--- src/rtl/pkg_ft601_ctrl_defines.sv ---
// Shared definitions for the FT600 FIFO-master control path.
package pkg_ft601_ctrl_defines;

    // Endpoint code width is CNT_CODE_NUM_CHNLS+1 bits; endpoints 1..4.
    localparam int CNT_CODE_NUM_CHNLS = 2;

    // Transfer sequencer states.
    typedef enum logic [2:0] {
        IDLE,
        CMD,
        TURN,
        RD,
        WR,
        END
    } xfer_st_t;

    // Command byte layout: {dir, 4'b0, ep[2:0]}.
    localparam int CMD_DIR_BIT = 7;
    localparam int CMD_EP_MSB  = 2;
    localparam int CMD_EP_W    = CMD_EP_MSB + 1;

    // Build the command byte placed on bus_dout[7:0] in CMD.
    function automatic logic [7:0] cmd_byte(input logic dir, input logic [CMD_EP_W-1:0] ep);
        logic [7:0] b;
        b = '0;
        b[CMD_DIR_BIT] = dir;
        b[CMD_EP_MSB:0] = ep;
        return b;
    endfunction

endpackage

--- src/rtl/fifo_mst_xfer.sv ---
// FT600 FIFO-master transfer sequencer: one command phase plus a bounded
// burst of read or write beats per arbiter grant.
//
//   state | meaning
//   ------+-----------------------------------------------------------
//   IDLE  | waiting for grant; idle_st high
//   CMD   | command byte on the bus, wr_n low, bus driven
//   TURN  | bus released, oe_n low, FT600 takes the bus
//   RD    | read beats from FT600 into the OUT buffer
//   WR    | write beats from the IN buffer onto the FT600 bus
//   END   | strobes high, xfer_done/xfer_len reported, counter cleared
module fifo_mst_xfer
    import pkg_ft601_ctrl_defines::*;
#(
    parameter int DW        = 32,
    parameter int BURST_MAX = 1024,
    localparam int EPW      = CNT_CODE_NUM_CHNLS + 1,
    localparam int CW       = $clog2(BURST_MAX + 1)
) (
    input  logic            fifoClk,
    input  logic            fifoRstn,
    input  logic            grant,
    input  logic [EPW-1:0]  t_ep_num,
    input  logic            m_rd_wr,
    output logic            idle_st,
    input  logic            rxf_n,
    input  logic            txe_n,
    input  logic [DW-1:0]   bus_din,
    output logic [DW-1:0]   bus_dout,
    output logic [DW/8-1:0] bus_be,
    output logic            bus_drv,
    output logic            wr_n,
    output logic            rd_n,
    output logic            oe_n,
    output logic            mem_wr_en,
    output logic [DW-1:0]   mem_wdata,
    input  logic            mem_full,
    output logic            mem_rd_en,
    input  logic [DW-1:0]   mem_rdata,
    input  logic            mem_empty,
    output logic [EPW-1:0]  mem_ep,
    output logic            xfer_done,
    output logic [CW-1:0]   xfer_len,
    output logic            grant_err
);

    localparam logic [CW-1:0] CNT_MAX = CW'(BURST_MAX);

    xfer_st_t          state_q;
    xfer_st_t          state_d;
    logic [CW-1:0]     cnt_q;
    logic              dir_q;
    logic              at_max;
    logic              rd_beat;
    logic              wr_beat;
    logic              start;

    logic              wr_n_q;
    logic [DW-1:0]     bus_dout_q;
    logic [DW/8-1:0]   bus_be_q;
    logic              mem_wr_en_q;
    logic [DW-1:0]     mem_wdata_q;
    logic [EPW-1:0]    mem_ep_q;
    logic              grant_err_q;

    assign at_max = (cnt_q == CNT_MAX);
    assign start  = (state_q == IDLE) && grant;

    // Beat qualifiers; rd_n is derived from the same terms, so in RD a cycle
    // is either a beat or an exit, never both.
    always_comb begin
        rd_beat = 1'b0;
        wr_beat = 1'b0;
        if (state_q == RD) begin
            rd_beat = !at_max && !mem_full && !rxf_n;
        end
        if (state_q == WR) begin
            wr_beat = !at_max && !mem_empty && !txe_n;
        end
    end

    // Next-state logic.
    always_comb begin
        state_d = state_q;
        case (state_q)
            IDLE:    if (grant) state_d = CMD;
            CMD:     state_d = dir_q ? TURN : WR;
            TURN:    state_d = RD;
            RD:      if (!rd_beat) state_d = END;
            WR:      if (!wr_beat) state_d = END;
            END:     state_d = IDLE;
            default: state_d = IDLE;
        endcase
    end

    // State register.
    always_ff @(posedge fifoClk) begin
        if (!fifoRstn) begin
            state_q <= IDLE;
        end else begin
            state_q <= state_d;
        end
    end

    // Saturating beat counter, cleared as END is left.
    always_ff @(posedge fifoClk) begin
        if (!fifoRstn) begin
            cnt_q <= '0;
        end else if (state_q == END) begin
            cnt_q <= '0;
        end else if ((rd_beat || wr_beat) && !at_max) begin
            cnt_q <= cnt_q + 1'b1;
        end
    end

    // Latch direction and endpoint at grant; flag grants that arrive mid-burst.
    always_ff @(posedge fifoClk) begin
        if (!fifoRstn) begin
            dir_q       <= 1'b0;
            mem_ep_q    <= '0;
            grant_err_q <= 1'b0;
        end else begin
            if (start) begin
                dir_q    <= m_rd_wr;
                mem_ep_q <= t_ep_num;
            end
            if (grant && (state_q != IDLE)) begin
                grant_err_q <= 1'b1;
            end
        end
    end

    // Write side of the bus: command byte on grant, popped word on each write
    // beat. wr_n lands one cycle after the decision, aligned with its data.
    always_ff @(posedge fifoClk) begin
        if (!fifoRstn) begin
            wr_n_q     <= 1'b1;
            bus_dout_q <= '0;
            bus_be_q   <= '0;
        end else begin
            wr_n_q   <= 1'b1;
            bus_be_q <= '0;
            if (start) begin
                wr_n_q     <= 1'b0;
                bus_dout_q <= DW'(cmd_byte(m_rd_wr, t_ep_num));
            end else if (wr_beat) begin
                wr_n_q     <= 1'b0;
                bus_dout_q <= mem_rdata;
                bus_be_q   <= '1;
            end
        end
    end

    // Read side: a sampled bus word is pushed into the OUT buffer next cycle.
    always_ff @(posedge fifoClk) begin
        if (!fifoRstn) begin
            mem_wr_en_q <= 1'b0;
            mem_wdata_q <= '0;
        end else begin
            mem_wr_en_q <= rd_beat;
            if (rd_beat) begin
                mem_wdata_q <= bus_din;
            end
        end
    end

    assign idle_st   = (state_q == IDLE);
    assign bus_drv   = (state_q == CMD) || (state_q == WR);
    assign oe_n      = !((state_q == TURN) || (state_q == RD));
    assign rd_n      = !((state_q == RD) && !at_max && !mem_full);
    assign mem_rd_en = wr_beat;
    assign xfer_done = (state_q == END);
    assign xfer_len  = (state_q == END) ? cnt_q : '0;

    assign wr_n      = wr_n_q;
    assign bus_dout  = bus_dout_q;
    assign bus_be    = bus_be_q;
    assign mem_wr_en = mem_wr_en_q;
    assign mem_wdata = mem_wdata_q;
    assign mem_ep    = mem_ep_q;
    assign grant_err = grant_err_q;

endmodule
--- config.mk ---
export PLATFORM = sky130hd
export DESIGN_NAME = fifo_mst_xfer
export DESIGN_NICKNAME = d
export VERILOG_FILES = /design/src/rtl/pkg_ft601_ctrl_defines.sv /design/src/rtl/fifo_mst_xfer.sv
export SDC_FILE = /design/constraint.sdc
export NUM_CORES = 1
export LEC_CHECK = 0
export BUFFER_PORTS_ARGS = -buffer_cell sky130_fd_sc_hd__buf_2
export CAP_MARGIN = 0
export CORE_UTILIZATION = 44
export CTS_CLUSTER_DIAMETER = 200
export DETAILED_ROUTE_END_ITERATION = 12
export MAX_ROUTING_LAYER = met4
export PLACE_DENSITY = 0.76
export REMOVE_ABC_BUFFERS = 1
export SLEW_MARGIN = 20
export SYNTH_ARGS = -nofsm -noshare
export SYNTH_HDL_FRONTEND = slang
export SYNTH_SLANG_ARGS = --single-unit
--- constraint.sdc ---
create_clock -name fifoClk -period 2.7 [get_ports fifoClk]
set_input_delay 0.54 -clock fifoClk [delete_from_list [all_inputs] [get_ports fifoClk]]
set_output_delay 0.54 -clock fifoClk [all_outputs]
set_load 0.05 [all_outputs]
After elaboration in Yosys (flattened, before gate mapping)
Cells that the tools add are included.
Storage, ports and cells
  logic and storage cells: 60
  input bits: 75
  register bits after elaboration: 89
  output and inout port bits: 91
Cells by class
  muxes and demuxes: 13
  reduce and logical (&&, ||, !) cells: 25
  eq/ne operators: 9
  add/subtract/negate cells: 1
  bitwise logic cells: 1
Operator list (number)
  8-bit two-way mux: 2
  3-bit one-hot mux with 5 select lines: 1
  3-bit two-way mux: 4
  11-bit by 1-bit adder with 11-bit output, second input constant: 1
  11-bit == test, second input constant: 1
  11-bit two-way mux: 1
  1-bit logical AND: 9
  1-bit zero test: 7
  3-bit by 2-bit == test with 1-bit output, second input constant: 2
  3-bit == test, second input constant: 2
  2-bit inequality test, second input constant: 3
  1-bit two-way mux: 4
  4-bit two-way mux: 1
  2-bit OR reduction: 2
  3-bit by 1-bit == test with 1-bit output, second input constant: 1
  3-bit zero test: 1
  1-bit logical OR: 3
  3-bit AND reduction: 1
  3-bit nonzero test: 1
  2-bit nonzero test: 1
  1-bit inverter: 1

Logic depth before layout (Yosys ltp)
Gate-level depths: netlist of run 1.
  depth after elaboration: 7
  depth in mapped cells: 9
  gate-level depth less buffers: 7

Worst setup path before layout of run 1
OpenSTA, ideal clock, no wires.
  path kind: reg2reg
  start: register state_q[1]
  end: register bus_dout_q[12], in the netlist bus_dout[12]
  period minus slack after synthesis: 2.787 ns
  cell stages (with the launch flop): 7
  path slack: -0.087 ns
  path buffers: 2
  arrival: 2.667 ns
  data required time: 2.580 ns
  library setup time: 0.120 ns
  path through: dfxtp_1 -> clkbuf_1 -> nor3_1 -> nand2_1 -> nand2_1 -> buf_2 -> a21oi_1
On the way
  word-level cells in the longest chain between the ends: 3
  elaborated cells between the ends (all ways): 5
  those cells by class: eq/ne: 1; mux: 1; reduce/logical: 3
Ends and longest elaborated chain
  start: declaration: line fifo_mst_xfer.sv:49  | xfer_st_t state_q;
  start signal: assignment: line fifo_mst_xfer.sv:101  | state_q <= state_d;
  3-bit zero test
  named net idle_st: line fifo_mst_xfer.sv:25  | output logic idle_st,
  1-bit logical AND: line fifo_mst_xfer.sv:67  | assign start = (state_q == IDLE) && grant;
  2-bit OR reduction (no line)
  end signal: assignment: line fifo_mst_xfer.sv:145  | bus_dout_q <= DW'(cmd_byte(m_rd_wr, t_ep_num));
  end signal: assignment: line fifo_mst_xfer.sv:148  | bus_dout_q <= mem_rdata;
  end: declaration: line fifo_mst_xfer.sv:59  | logic [DW-1:0] bus_dout_q;
The timed path passes the listed nets, and every way through them passes these cells.
A chain may end at the register's enable or synchronous reset.

Final worst setup path of run 1
  start: register state_q[2]
  end: output port mem_rd_en
On the way
  word-level cells in the longest chain between the ends: 2
Ends and longest elaborated chain
  3-bit == test: line fifo_mst_xfer.sv:77  | if (state_q == WR) begin
  1-bit two-way mux: line fifo_mst_xfer.sv:77
  end: declaration: line fifo_mst_xfer.sv:38  | output logic mem_rd_en,
No other way between the ends.

==> results.json, run 1 <==
{
  "fin_skew_ns": 0.009408,
  "vias": 3778,
  "drc": 0,
  "clkLatencyLatePin_ns": 0.34,
  "ir_drop_mv": 0.3000,
  "yosysUniqueCellTypes": 39,
  "rsz0062_at_grt": "false",
  "critical_path.top_delay_family": "simple AND/OR/NAND/NOR gates",
  "grt_util_met1_pct": 28.70,
  "max_freq_mhz": 396.4,
  "hold_slack_ns": 0.4376,
  "synth_seq_cells": 86,
  "syn_inst": 447,
  "num_antenna_cells": 0,
  "seq_power_share_pct": 48.1,
  "period_needed_ns": 2.523,
  "pin_count": 166,
  "htreeDepth": 3,
  "antenna_found_initial": 0,
  "clkTransAtPathRegs_ns": 0.09,
  "async_reset_ff_share_pct": 0,
  "setup_viol": 0,
  "synth_adder_area_share_pct": 0.6944,
  "power_mw": 2.733,
  "drive_above_1_share_pct": 33.11,
  "design.core.area_sq_um": 7807,
  "hold_buffers": 0,
  "synth_compound_area_share_pct": 24.90,
  "ant_nets": 0,
  "start_util_pct": 46.15,
  "hpwl_mm": 6.780,
  "final_cell_mix": "buf_2, dfxtp_1, a21oi_1",
  "grt_pass1_vias": 3595,
  "p_clk_share_pct": 39.9,
  "grt_pass1_wl_mm": 16.14,
  "cts_tree": "done",
  "place_ws_ns": 0.4170,
  "clockBufferDepth": 2,
  "grt_usage_pct": 24.08,
  "synth_area_sq_um": 3603,
  "first_pass_iters": 4,
  "die_x_um": 92.50,
  "drt_first_iter_violations": 166,
  "grtUsageMet3_pct": 5.829,
  "wl_per_cell_um": 14.31,
  "path_cells": "or4b_4, nor2_2, nand2_1, inv_1, buf_2",
  "multi_input_area_sq_um": 1678,
  "synth_edf_count": 0,
  "path_class": "reg2out",
  "synth_top_family_by_area": "compound AO/OA/AOI/OAI gates",
  "p_sw_share_pct": 25.40,
  "critPathMaxFanout": 11,
  "fin_crit_sh_pct": 93.43,
  "synth_simple_gate_area_share_pct": 20.24,
  "grt_use_met2_pct": 38.70,
  "numCtsBuffers": 9,
  "die_h_um": 92.50,
  "worstPathArrival_ns": 1.98,
  "combinationalPowerShare_pct": 12.0,
  "final_area_sq_um": 4683,
  "synth-xor-area-share_pct": 0.2431,
  "ff_latch_area_sq_um": 1722,
  "cp-start-kind": "flop",
  "portBuffers": 165,
  "rows": 32,
  "yosysSeqAreaShare_pct": 47.78,
  "post_cts_buffers": 0,
  "hp-class": "in2reg",
  "final_nets": 664,
  "gp_congestion": 0.8204,
  "viasPerCell": 5.444,
  "synthMuxAreaShare_pct": 0.3125,
  "grt_overflow": 0,
  "cp_data_required_time_ns": 2.16,
  "power.density_nw_per_um2": 583.5,
  "cts_resized": 0,
  "instances_no_fill": 694,
  "drt_wl_total_mm": 9.928,
  "areaGrowthSynthToFinish_pct": 29.97,
  "drv_slew": 0,
  "slew_headroom_pct": 58.59,
  "status": "finished clean",
  "drv_cap": 0,
  "synthFlopType": "dfxtp_1",
  "place_area_sq_um": 4436,
  "switchingPower_uw": 694.1,
  "p_int_mw": 2.039,
  "cts_root_buffer": "clkbuf_8",
  "busiest_layer": "met2",
  "avgSynthCellArea_sq_um": 8.061,
  "p_leak_nw": 1.958,
  "layout_commonest_cell": "buf_2",
  "finalHoldViolations": 0,
  "cp_num_buf_inv": 2,
  "tightestPinTransition_ns": 0.6211,
  "yosys_warnings": 0,
  "fin_ws_ns": 0.1773,
  "slowest_delay_ns": 0.54,
  "dp_cells": 678,
  "die-area_sq_um": 8555,
  "grt_start_max_net_pins": 70,
  "slowest_stage": "or4b_4",
  "cts_sinks": 86,
  "crit_path_end_kind": "output port",
  "fillCellCount": 736
}
[cells by family after synthesis]
group / count (synthesis)
and+or+nand+nor: 136
muxes: 1
DFF: 86
AOI/OAI and AO/OA: 171
buffers and inverters: 50
adders and majority gates: 2
xor gates and xnor gates: 1
[per-stage QoR]
stage                     TNS (ns)  util [%]
after global placement           0     56.81
after global routing             0     59.98
after detailed placement         0     56.81
after floorplan             -9.925         -
after CTS                        0     59.98
final                            0     59.98
[synthesized netlist by cell type (all sizes together), types with 2 or more instances]
cell type	count	area [sq um]
dfxtp	86	1722
a21oi	80	400.4
o21ai	76	380.4
nand3	63	315.3
clkbuf	31	116.4
nand2	20	75.07
buf	13	71.31
and2	11	68.82
nor2	11	41.29
inv	6	22.52
nand4	5	31.28
a31oi	4	25.02
or3	4	25.02
nor2b	3	18.77
nor3	3	15.01
o22ai	3	18.77
or4	3	22.52
ha	2	25.02
nand2b	2	12.51
nand3b	2	15.01
nor3b	2	15.01
o31ai	2	15.01
o41ai	2	17.52
[flip-flops by register name, summed over array words and instances (netlist names)]
| register | cells |
|---|---|
| bus_be | 1 |
| bus_dout | 32 |
| cnt_q | 11 |
| dir_q | 1 |
| grant_err | 1 |
| mem_ep | 3 |
| mem_wdata | 32 |
| mem_wr_en | 1 |
| state_q | 3 |
| wr_n | 1 |
[power by group through the flow]
stage	sequential, mW	combinational, mW	clock (mW)
after detailed placement	1.35	0.330	0
final	1.32	0.327	1.09
after floorplan	1.42	0.128	0
after CTS	1.32	0.331	1.12
after global placement	1.34	0.325	0
after global routing	1.32	0.353	1.17
[tightest hold or removal path, delay by kind of cell]
family                 cells  cell delay [ns]
and+or+nand+nor            1             0.05
buffers and inverters      1             0.10
AOI/OAI and AO/OA          1             0.05
[layer usage]
layer	part of all wire, %	vias up
li1	-	1875
met1	42	1727
met2	48	164
met3	8.6	12
met4	1.6	0
met5	0	-
[final cells by class]
| type | instances | share of cell area, % |
|---|---|---|
| multi-input combinational | 311 | 35.83 |
| sequential | 86 | 36.76 |
| inverter | 6 | 0.4809 |
| timing repair buffer | 173 | 18.92 |
| clock inverter | 5 | 2.271 |
| clock buffer | 11 | 3.019 |
| tap | 102 | 2.725 |
[final timing paths]
path / start / cells after the start / end / slack (ns)
max: state_q[2] / 5 / mem_rd_en / 0.18
min: bus_din[9] / 3 / mem_wdata[9] / 0.44
max reg2reg: state_q[2] / 4 / cnt_q[7] / 0.65
min reg2reg: mem_ep[0] / 2 / mem_ep[0] / 0.46
Note: power is estimated with default switching activity, not from simulation.
==> inputs of run 2 (changes only) <==
--- a/config.mk
+++ b/config.mk
@@ -7,6 +7,7 @@
 export LEC_CHECK = 0
 export BUFFER_PORTS_ARGS = -buffer_cell sky130_fd_sc_hd__buf_2
 export CAP_MARGIN = 0
+export CORE_MARGIN = 4
 export CORE_UTILIZATION = 44
 export CTS_CLUSTER_DIAMETER = 200
 export DETAILED_ROUTE_END_ITERATION = 12
==> run 2 against run 1 <==
Against the previous run:
- global-route usage shrank 2.1 points
- die area increased by 13%
- non-clock buffer count is 1 higher
- combinational power about the same
- first-iteration DRC count shrank 20%
- critical path depth unchanged
- via count is 0.79% higher
- routed wire length rose by 8.1%
- cell count is 0.14% higher
- clock power decreased by 6%
==> results.json, run 2 (same netlist as run 1, synthesis figures left out) <==
{
  "gp_congestion": 0.8386,
  "grt_overflow": 0,
  "first_pass_iters": 4,
  "finalHoldViolations": 0,
  "tightestPinTransition_ns": 0.5281,
  "path_class": "reg2out",
  "worstPathArrival_ns": 2.01,
  "holdPathStages": 3,
  "crit_path_end_kind": "output port",
  "fin_crit_sh_pct": 94.47,
  "slowest_stage": "or4b_4",
  "grt_usage_pct": 22.02,
  "portBuffers": 165,
  "numCtsBuffers": 9,
  "antenna_found_initial": 0,
  "hp-class": "in2reg",
  "critical_path.top_delay_family": "simple AND/OR/NAND/NOR gates",
  "htreeDepth": 3,
  "design.core.area_sq_um": 7848,
  "clkTransAtPathRegs_ns": 0.09,
  "viasPerCell": 5.479,
  "drt_wl_total_mm": 10.73,
  "cp.depth": 5,
  "drv_cap": 0,
  "final_cell_mix": "buf_2, dfxtp_1, a21oi_1",
  "critPathMaxFanout": 11,
  "ant_nets": 0,
  "slew_headroom_pct": 64.79,
  "drv_slew": 0,
  "power_mw": 2.667,
  "drt_first_iter_violations": 132,
  "hpwl_mm": 7.644,
  "ir_drop_mv": 0.2843,
  "rsz0062_at_grt": "false",
  "final_nets": 665,
  "slowest_delay_ns": 0.54,
  "grt_pass1_vias": 3623,
  "rows": 32,
  "rr_worst_depth": 4,
  "setup_viol": 0,
  "cts_resized": 0,
  "die_h_um": 98.50,
  "areaGrowthSynthToFinish_pct": 29.69,
  "final_area_sq_um": 4673,
  "clockBufferDepth": 2,
  "place_area_sq_um": 4443,
  "hold_buffers": 0,
  "final_util_pct": 59.55,
  "drc": 0,
  "status": "finished clean",
  "clkLatencyLatePin_ns": 0.35,
  "drive_above_1_share_pct": 33.39,
  "power.density_nw_per_um2": 570.7,
  "start_util_pct": 45.92,
  "cp_data_required_time_ns": 2.16,
  "final.setup.tns_ns": 0,
  "cts_root_buffer": "clkbuf_8",
  "max_freq_mhz": 392.1,
  "grt_start_max_net_pins": 50,
  "cp-start-kind": "flop",
  "die_x_um": 98.50,
  "die-area_sq_um": 9701,
  "pin_count": 166,
  "fin_skew_ns": 0.01014,
  "cp_num_buf_inv": 2,
  "num_antenna_cells": 0,
  "wl_per_cell_um": 15.44,
  "grt_pass1_wl_mm": 17.27,
  "path_cells": "or4b_4, nor2_2, nand2_1, inv_1, buf_2",
  "cts_sinks": 86,
  "layout_commonest_cell": "buf_2",
  "vias": 3808,
  "post_cts_buffers": 0,
  "period_needed_ns": 2.551,
  "p_leak_nw": 1.953,
  "cts_tree": "done"
}
[run 2: cell types whose count changed in the layout (fill, tap and decap cells not counted), sizes merged]
cell / before / now
inv: 6 / 7
buf: 173 / 174
clkbuf: 11 / 10
clkinvlp: 1 / 2
bufinv: 3 / 2
[run 2: worst paths after layout]
check	slack, ns	start	endpoint
worst max register to register	0.61	state_q[2]	cnt_q[7]
worst min register to register	0.46	mem_ep[0]	mem_ep[0]
worst min-delay path	0.43	bus_din[19]	mem_wdata[19]
worst max-delay path	0.15	state_q[2]	mem_rd_en
[run 2: per-stage QoR]
| step | hold slack [ns] | worst slack (ns) | cells |
|---|---|---|---|
| after floorplan | 0.4448 | -0.9880 | 403 |
| after global placement | 0.4404 | 0.4357 | 679 |
| after detailed placement | 0.4513 | 0.4200 | 679 |
| after CTS | 0.4240 | 0.1429 | 695 |
| after global routing | 0.4203 | 0.04744 | 695 |
| final | 0.4318 | 0.1494 | 695 |
[run 2: power breakdown]
group | internal (mW) | leakage, nW | total [mW] | switching (mW)
Sequential | 1.29 | 0.695 | 1.32 | 0.0216
Combinational | 0.102 | 1.15 | 0.328 | 0.227
Clock | 0.551 | 0.109 | 1.02 | 0.471
[run 2: routing by layer]
layer / track usage (%) / up-vias / wire (um) / share of wire [%]
li1: - / 1876 / - / -
met1: 26.27 / 1769 / 4415 / 41
met2: 34.48 / 149 / 5027 / 47
met3: 8.351 / 14 / 1146 / 11
met4: 7.038 / 0 / 140 / 1.3
met5: - / - / 0 / 0
[run 2: worst min-delay path, delay by kind of cell]
family	cells	cell delay, ns
and+or+nand+nor	1	0.05
AOI/OAI and AO/OA	1	0.05
buffers and inverters	1	0.09
[run 2: cell type report]
cell class / count / area, sq um
clock buffers: 10 / 137.6
clock inverters: 6 / 92.59
fillers: 768 / 3174
inverters: 6 / 22.52
multi-input cells: 311 / 1678
flip-flops and latches: 86 / 1722
well taps: 102 / 127.6
repair buffers: 174 / 893.4
==> inputs of run 3 (changes only) <==
--- a/config.mk
+++ b/config.mk
@@ -8,11 +8,11 @@
 export BUFFER_PORTS_ARGS = -buffer_cell sky130_fd_sc_hd__buf_2
 export CAP_MARGIN = 0
 export CORE_MARGIN = 4
-export CORE_UTILIZATION = 44
+export CORE_UTILIZATION = 50
 export CTS_CLUSTER_DIAMETER = 200
 export DETAILED_ROUTE_END_ITERATION = 12
 export MAX_ROUTING_LAYER = met4
-export PLACE_DENSITY = 0.76
+export PLACE_DENSITY = 0.85
 export REMOVE_ABC_BUFFERS = 1
 export SLEW_MARGIN = 20
 export SYNTH_ARGS = -nofsm -noshare
==> run 3 against run 2 <==
Against the previous run:
- worst hold slack improved by 0.0048 ns
- non-clock buffer count down 1
- sequential share of layout area hardly changed
==> results.json, run 3 (same netlist as run 1, synthesis figures left out) <==
{
  "status": "finished clean",
  "p_leak_nw": 1.950,
  "fin_crit_sh_pct": 95.36,
  "slew_headroom_pct": 66.03,
  "drv_cap": 0,
  "finalHoldViolations": 0,
  "clkTransAtPathRegs_ns": 0.09,
  "worstPathArrival_ns": 2.03,
  "hold_buffers": 0,
  "clockBufferDepth": 2,
  "first_pass_iters": 4,
  "drv_slew": 0,
  "layout_commonest_cell": "buf_2",
  "power.density_nw_per_um2": 569.7,
  "period_needed_ns": 2.575,
  "multi_input_area_sq_um": 1678,
  "cts_sinks": 86,
  "fillCellCount": 635,
  "crit_path_end_kind": "output port",
  "tightestPinTransition_ns": 0.5095,
  "final.setup.tns_ns": 0,
  "die_h_um": 92.90,
  "areaGrowthSynthToFinish_pct": 29.62,
  "hp-class": "in2reg",
  "ir_drop_mv": 0.3871,
  "grt_overflow": 0,
  "hpwl_mm": 7.224,
  "place_ws_ns": 0.4017,
  "viasPerCell": 5.578,
  "start_util_pct": 52.17,
  "antenna_found_initial": 0,
  "grt_pass1_wl_mm": 16.64,
  "post_cts_buffers": 0,
  "dp_cells": 672,
  "hold_slack_ns": 0.4367,
  "gp_congestion": 0.8698,
  "drt_first_iter_violations": 194,
  "cp_data_required_time_ns": 2.16,
  "fin_ws_ns": 0.1254,
  "portBuffers": 165,
  "grt_pass1_vias": 3618,
  "drc": 0,
  "grt_usage_pct": 23.86,
  "pin_count": 166,
  "critPathMaxFanout": 11,
  "wl_met3_um": 987,
  "vias": 3838,
  "cp-start-kind": "flop",
  "rsz0062_at_grt": "false",
  "cts_resized": 0,
  "numCtsBuffers": 9,
  "die_x_um": 92.90,
  "rr_worst_depth": 4,
  "drt-met1-wl_mm": 4.239,
  "design.core.area_sq_um": 6907,
  "num_antenna_cells": 0,
  "path_class": "reg2out",
  "grt_start_max_net_pins": 70,
  "r2r_slack_ns": 0.60,
  "ff_latch_area_sq_um": 1722,
  "wl_per_cell_um": 15.07,
  "clkLatencyLatePin_ns": 0.34,
  "final_nets": 664,
  "fin_skew_ns": 0.01035,
  "holdPathStages": 3,
  "drive_above_1_share_pct": 33.28,
  "top_layer_used": "met4",
  "max_freq_mhz": 388.4,
  "drt_wl_total_mm": 10.37,
  "ant_nets": 0,
  "cts_tree": "done",
  "final_cell_mix": "buf_2, dfxtp_1, a21oi_1",
  "met2_wirelength_mm": 5.008,
  "instances_no_fill": 688,
  "setup_viol": 0,
  "rows": 30,
  "htreeDepth": 3,
  "die-area_sq_um": 8629,
  "cts_root_buffer": "clkbuf_8"
}
run 3: per-layer routing:
| layer | vias to the layer above | GRT usage, % |
|---|---|---|
| li1 | 1872 | - |
| met1 | 1799 | 29.59 |
| met2 | 154 | 37.79 |
| met3 | 13 | 7.474 |
| met4 | 0 | 6.349 |
| met5 | - | - |
run 3: area by class of cell:
| type | count | area share [%] |
|---|---|---|
| Timing Repair Buffer | 173 | 19.23 |
| Clock buffer | 10 | 2.947 |
| Tap cell | 96 | 2.572 |
| Clock inverter | 6 | 1.982 |
| Inverter | 6 | 0.4822 |
| Sequential cell | 86 | 36.86 |
| Multi-Input combinational cell | 311 | 35.92 |
run 3: where the power goes:
group	switching, mW	internal (mW)
clock network	0.464	0.551
registers	0.0226	1.29
logic	0.226	0.102
run 3: worst paths after layout:
kind / startpoint / endpoint
setup reg to reg: state_q[2] / cnt_q[7]
hold / removal: bus_din[16] / mem_wdata[16]
hold reg to reg: mem_ep[2] / mem_ep[2]
setup / recovery: state_q[2] / mem_rd_en
run 3: critical path: stages (launching register included):
cell	delay (ns)
dfxtp_1	0.54
or4b_4	0.54
nor2_2	0.13
nand2_1	0.10
inv_1	0.12
buf_2	0.28
run 3: through the flow:
stage / util (%) / area, sq um / power [mW]
after global routing: 67.63 / 4671 / 2.763
after floorplan: - / 3416 / 1.547
after detailed placement: 64.29 / 4441 / 1.675
final: 67.63 / 4671 / 2.661
after global placement: 64.29 / 4441 / 1.667
after CTS: 67.63 / 4671 / 2.674
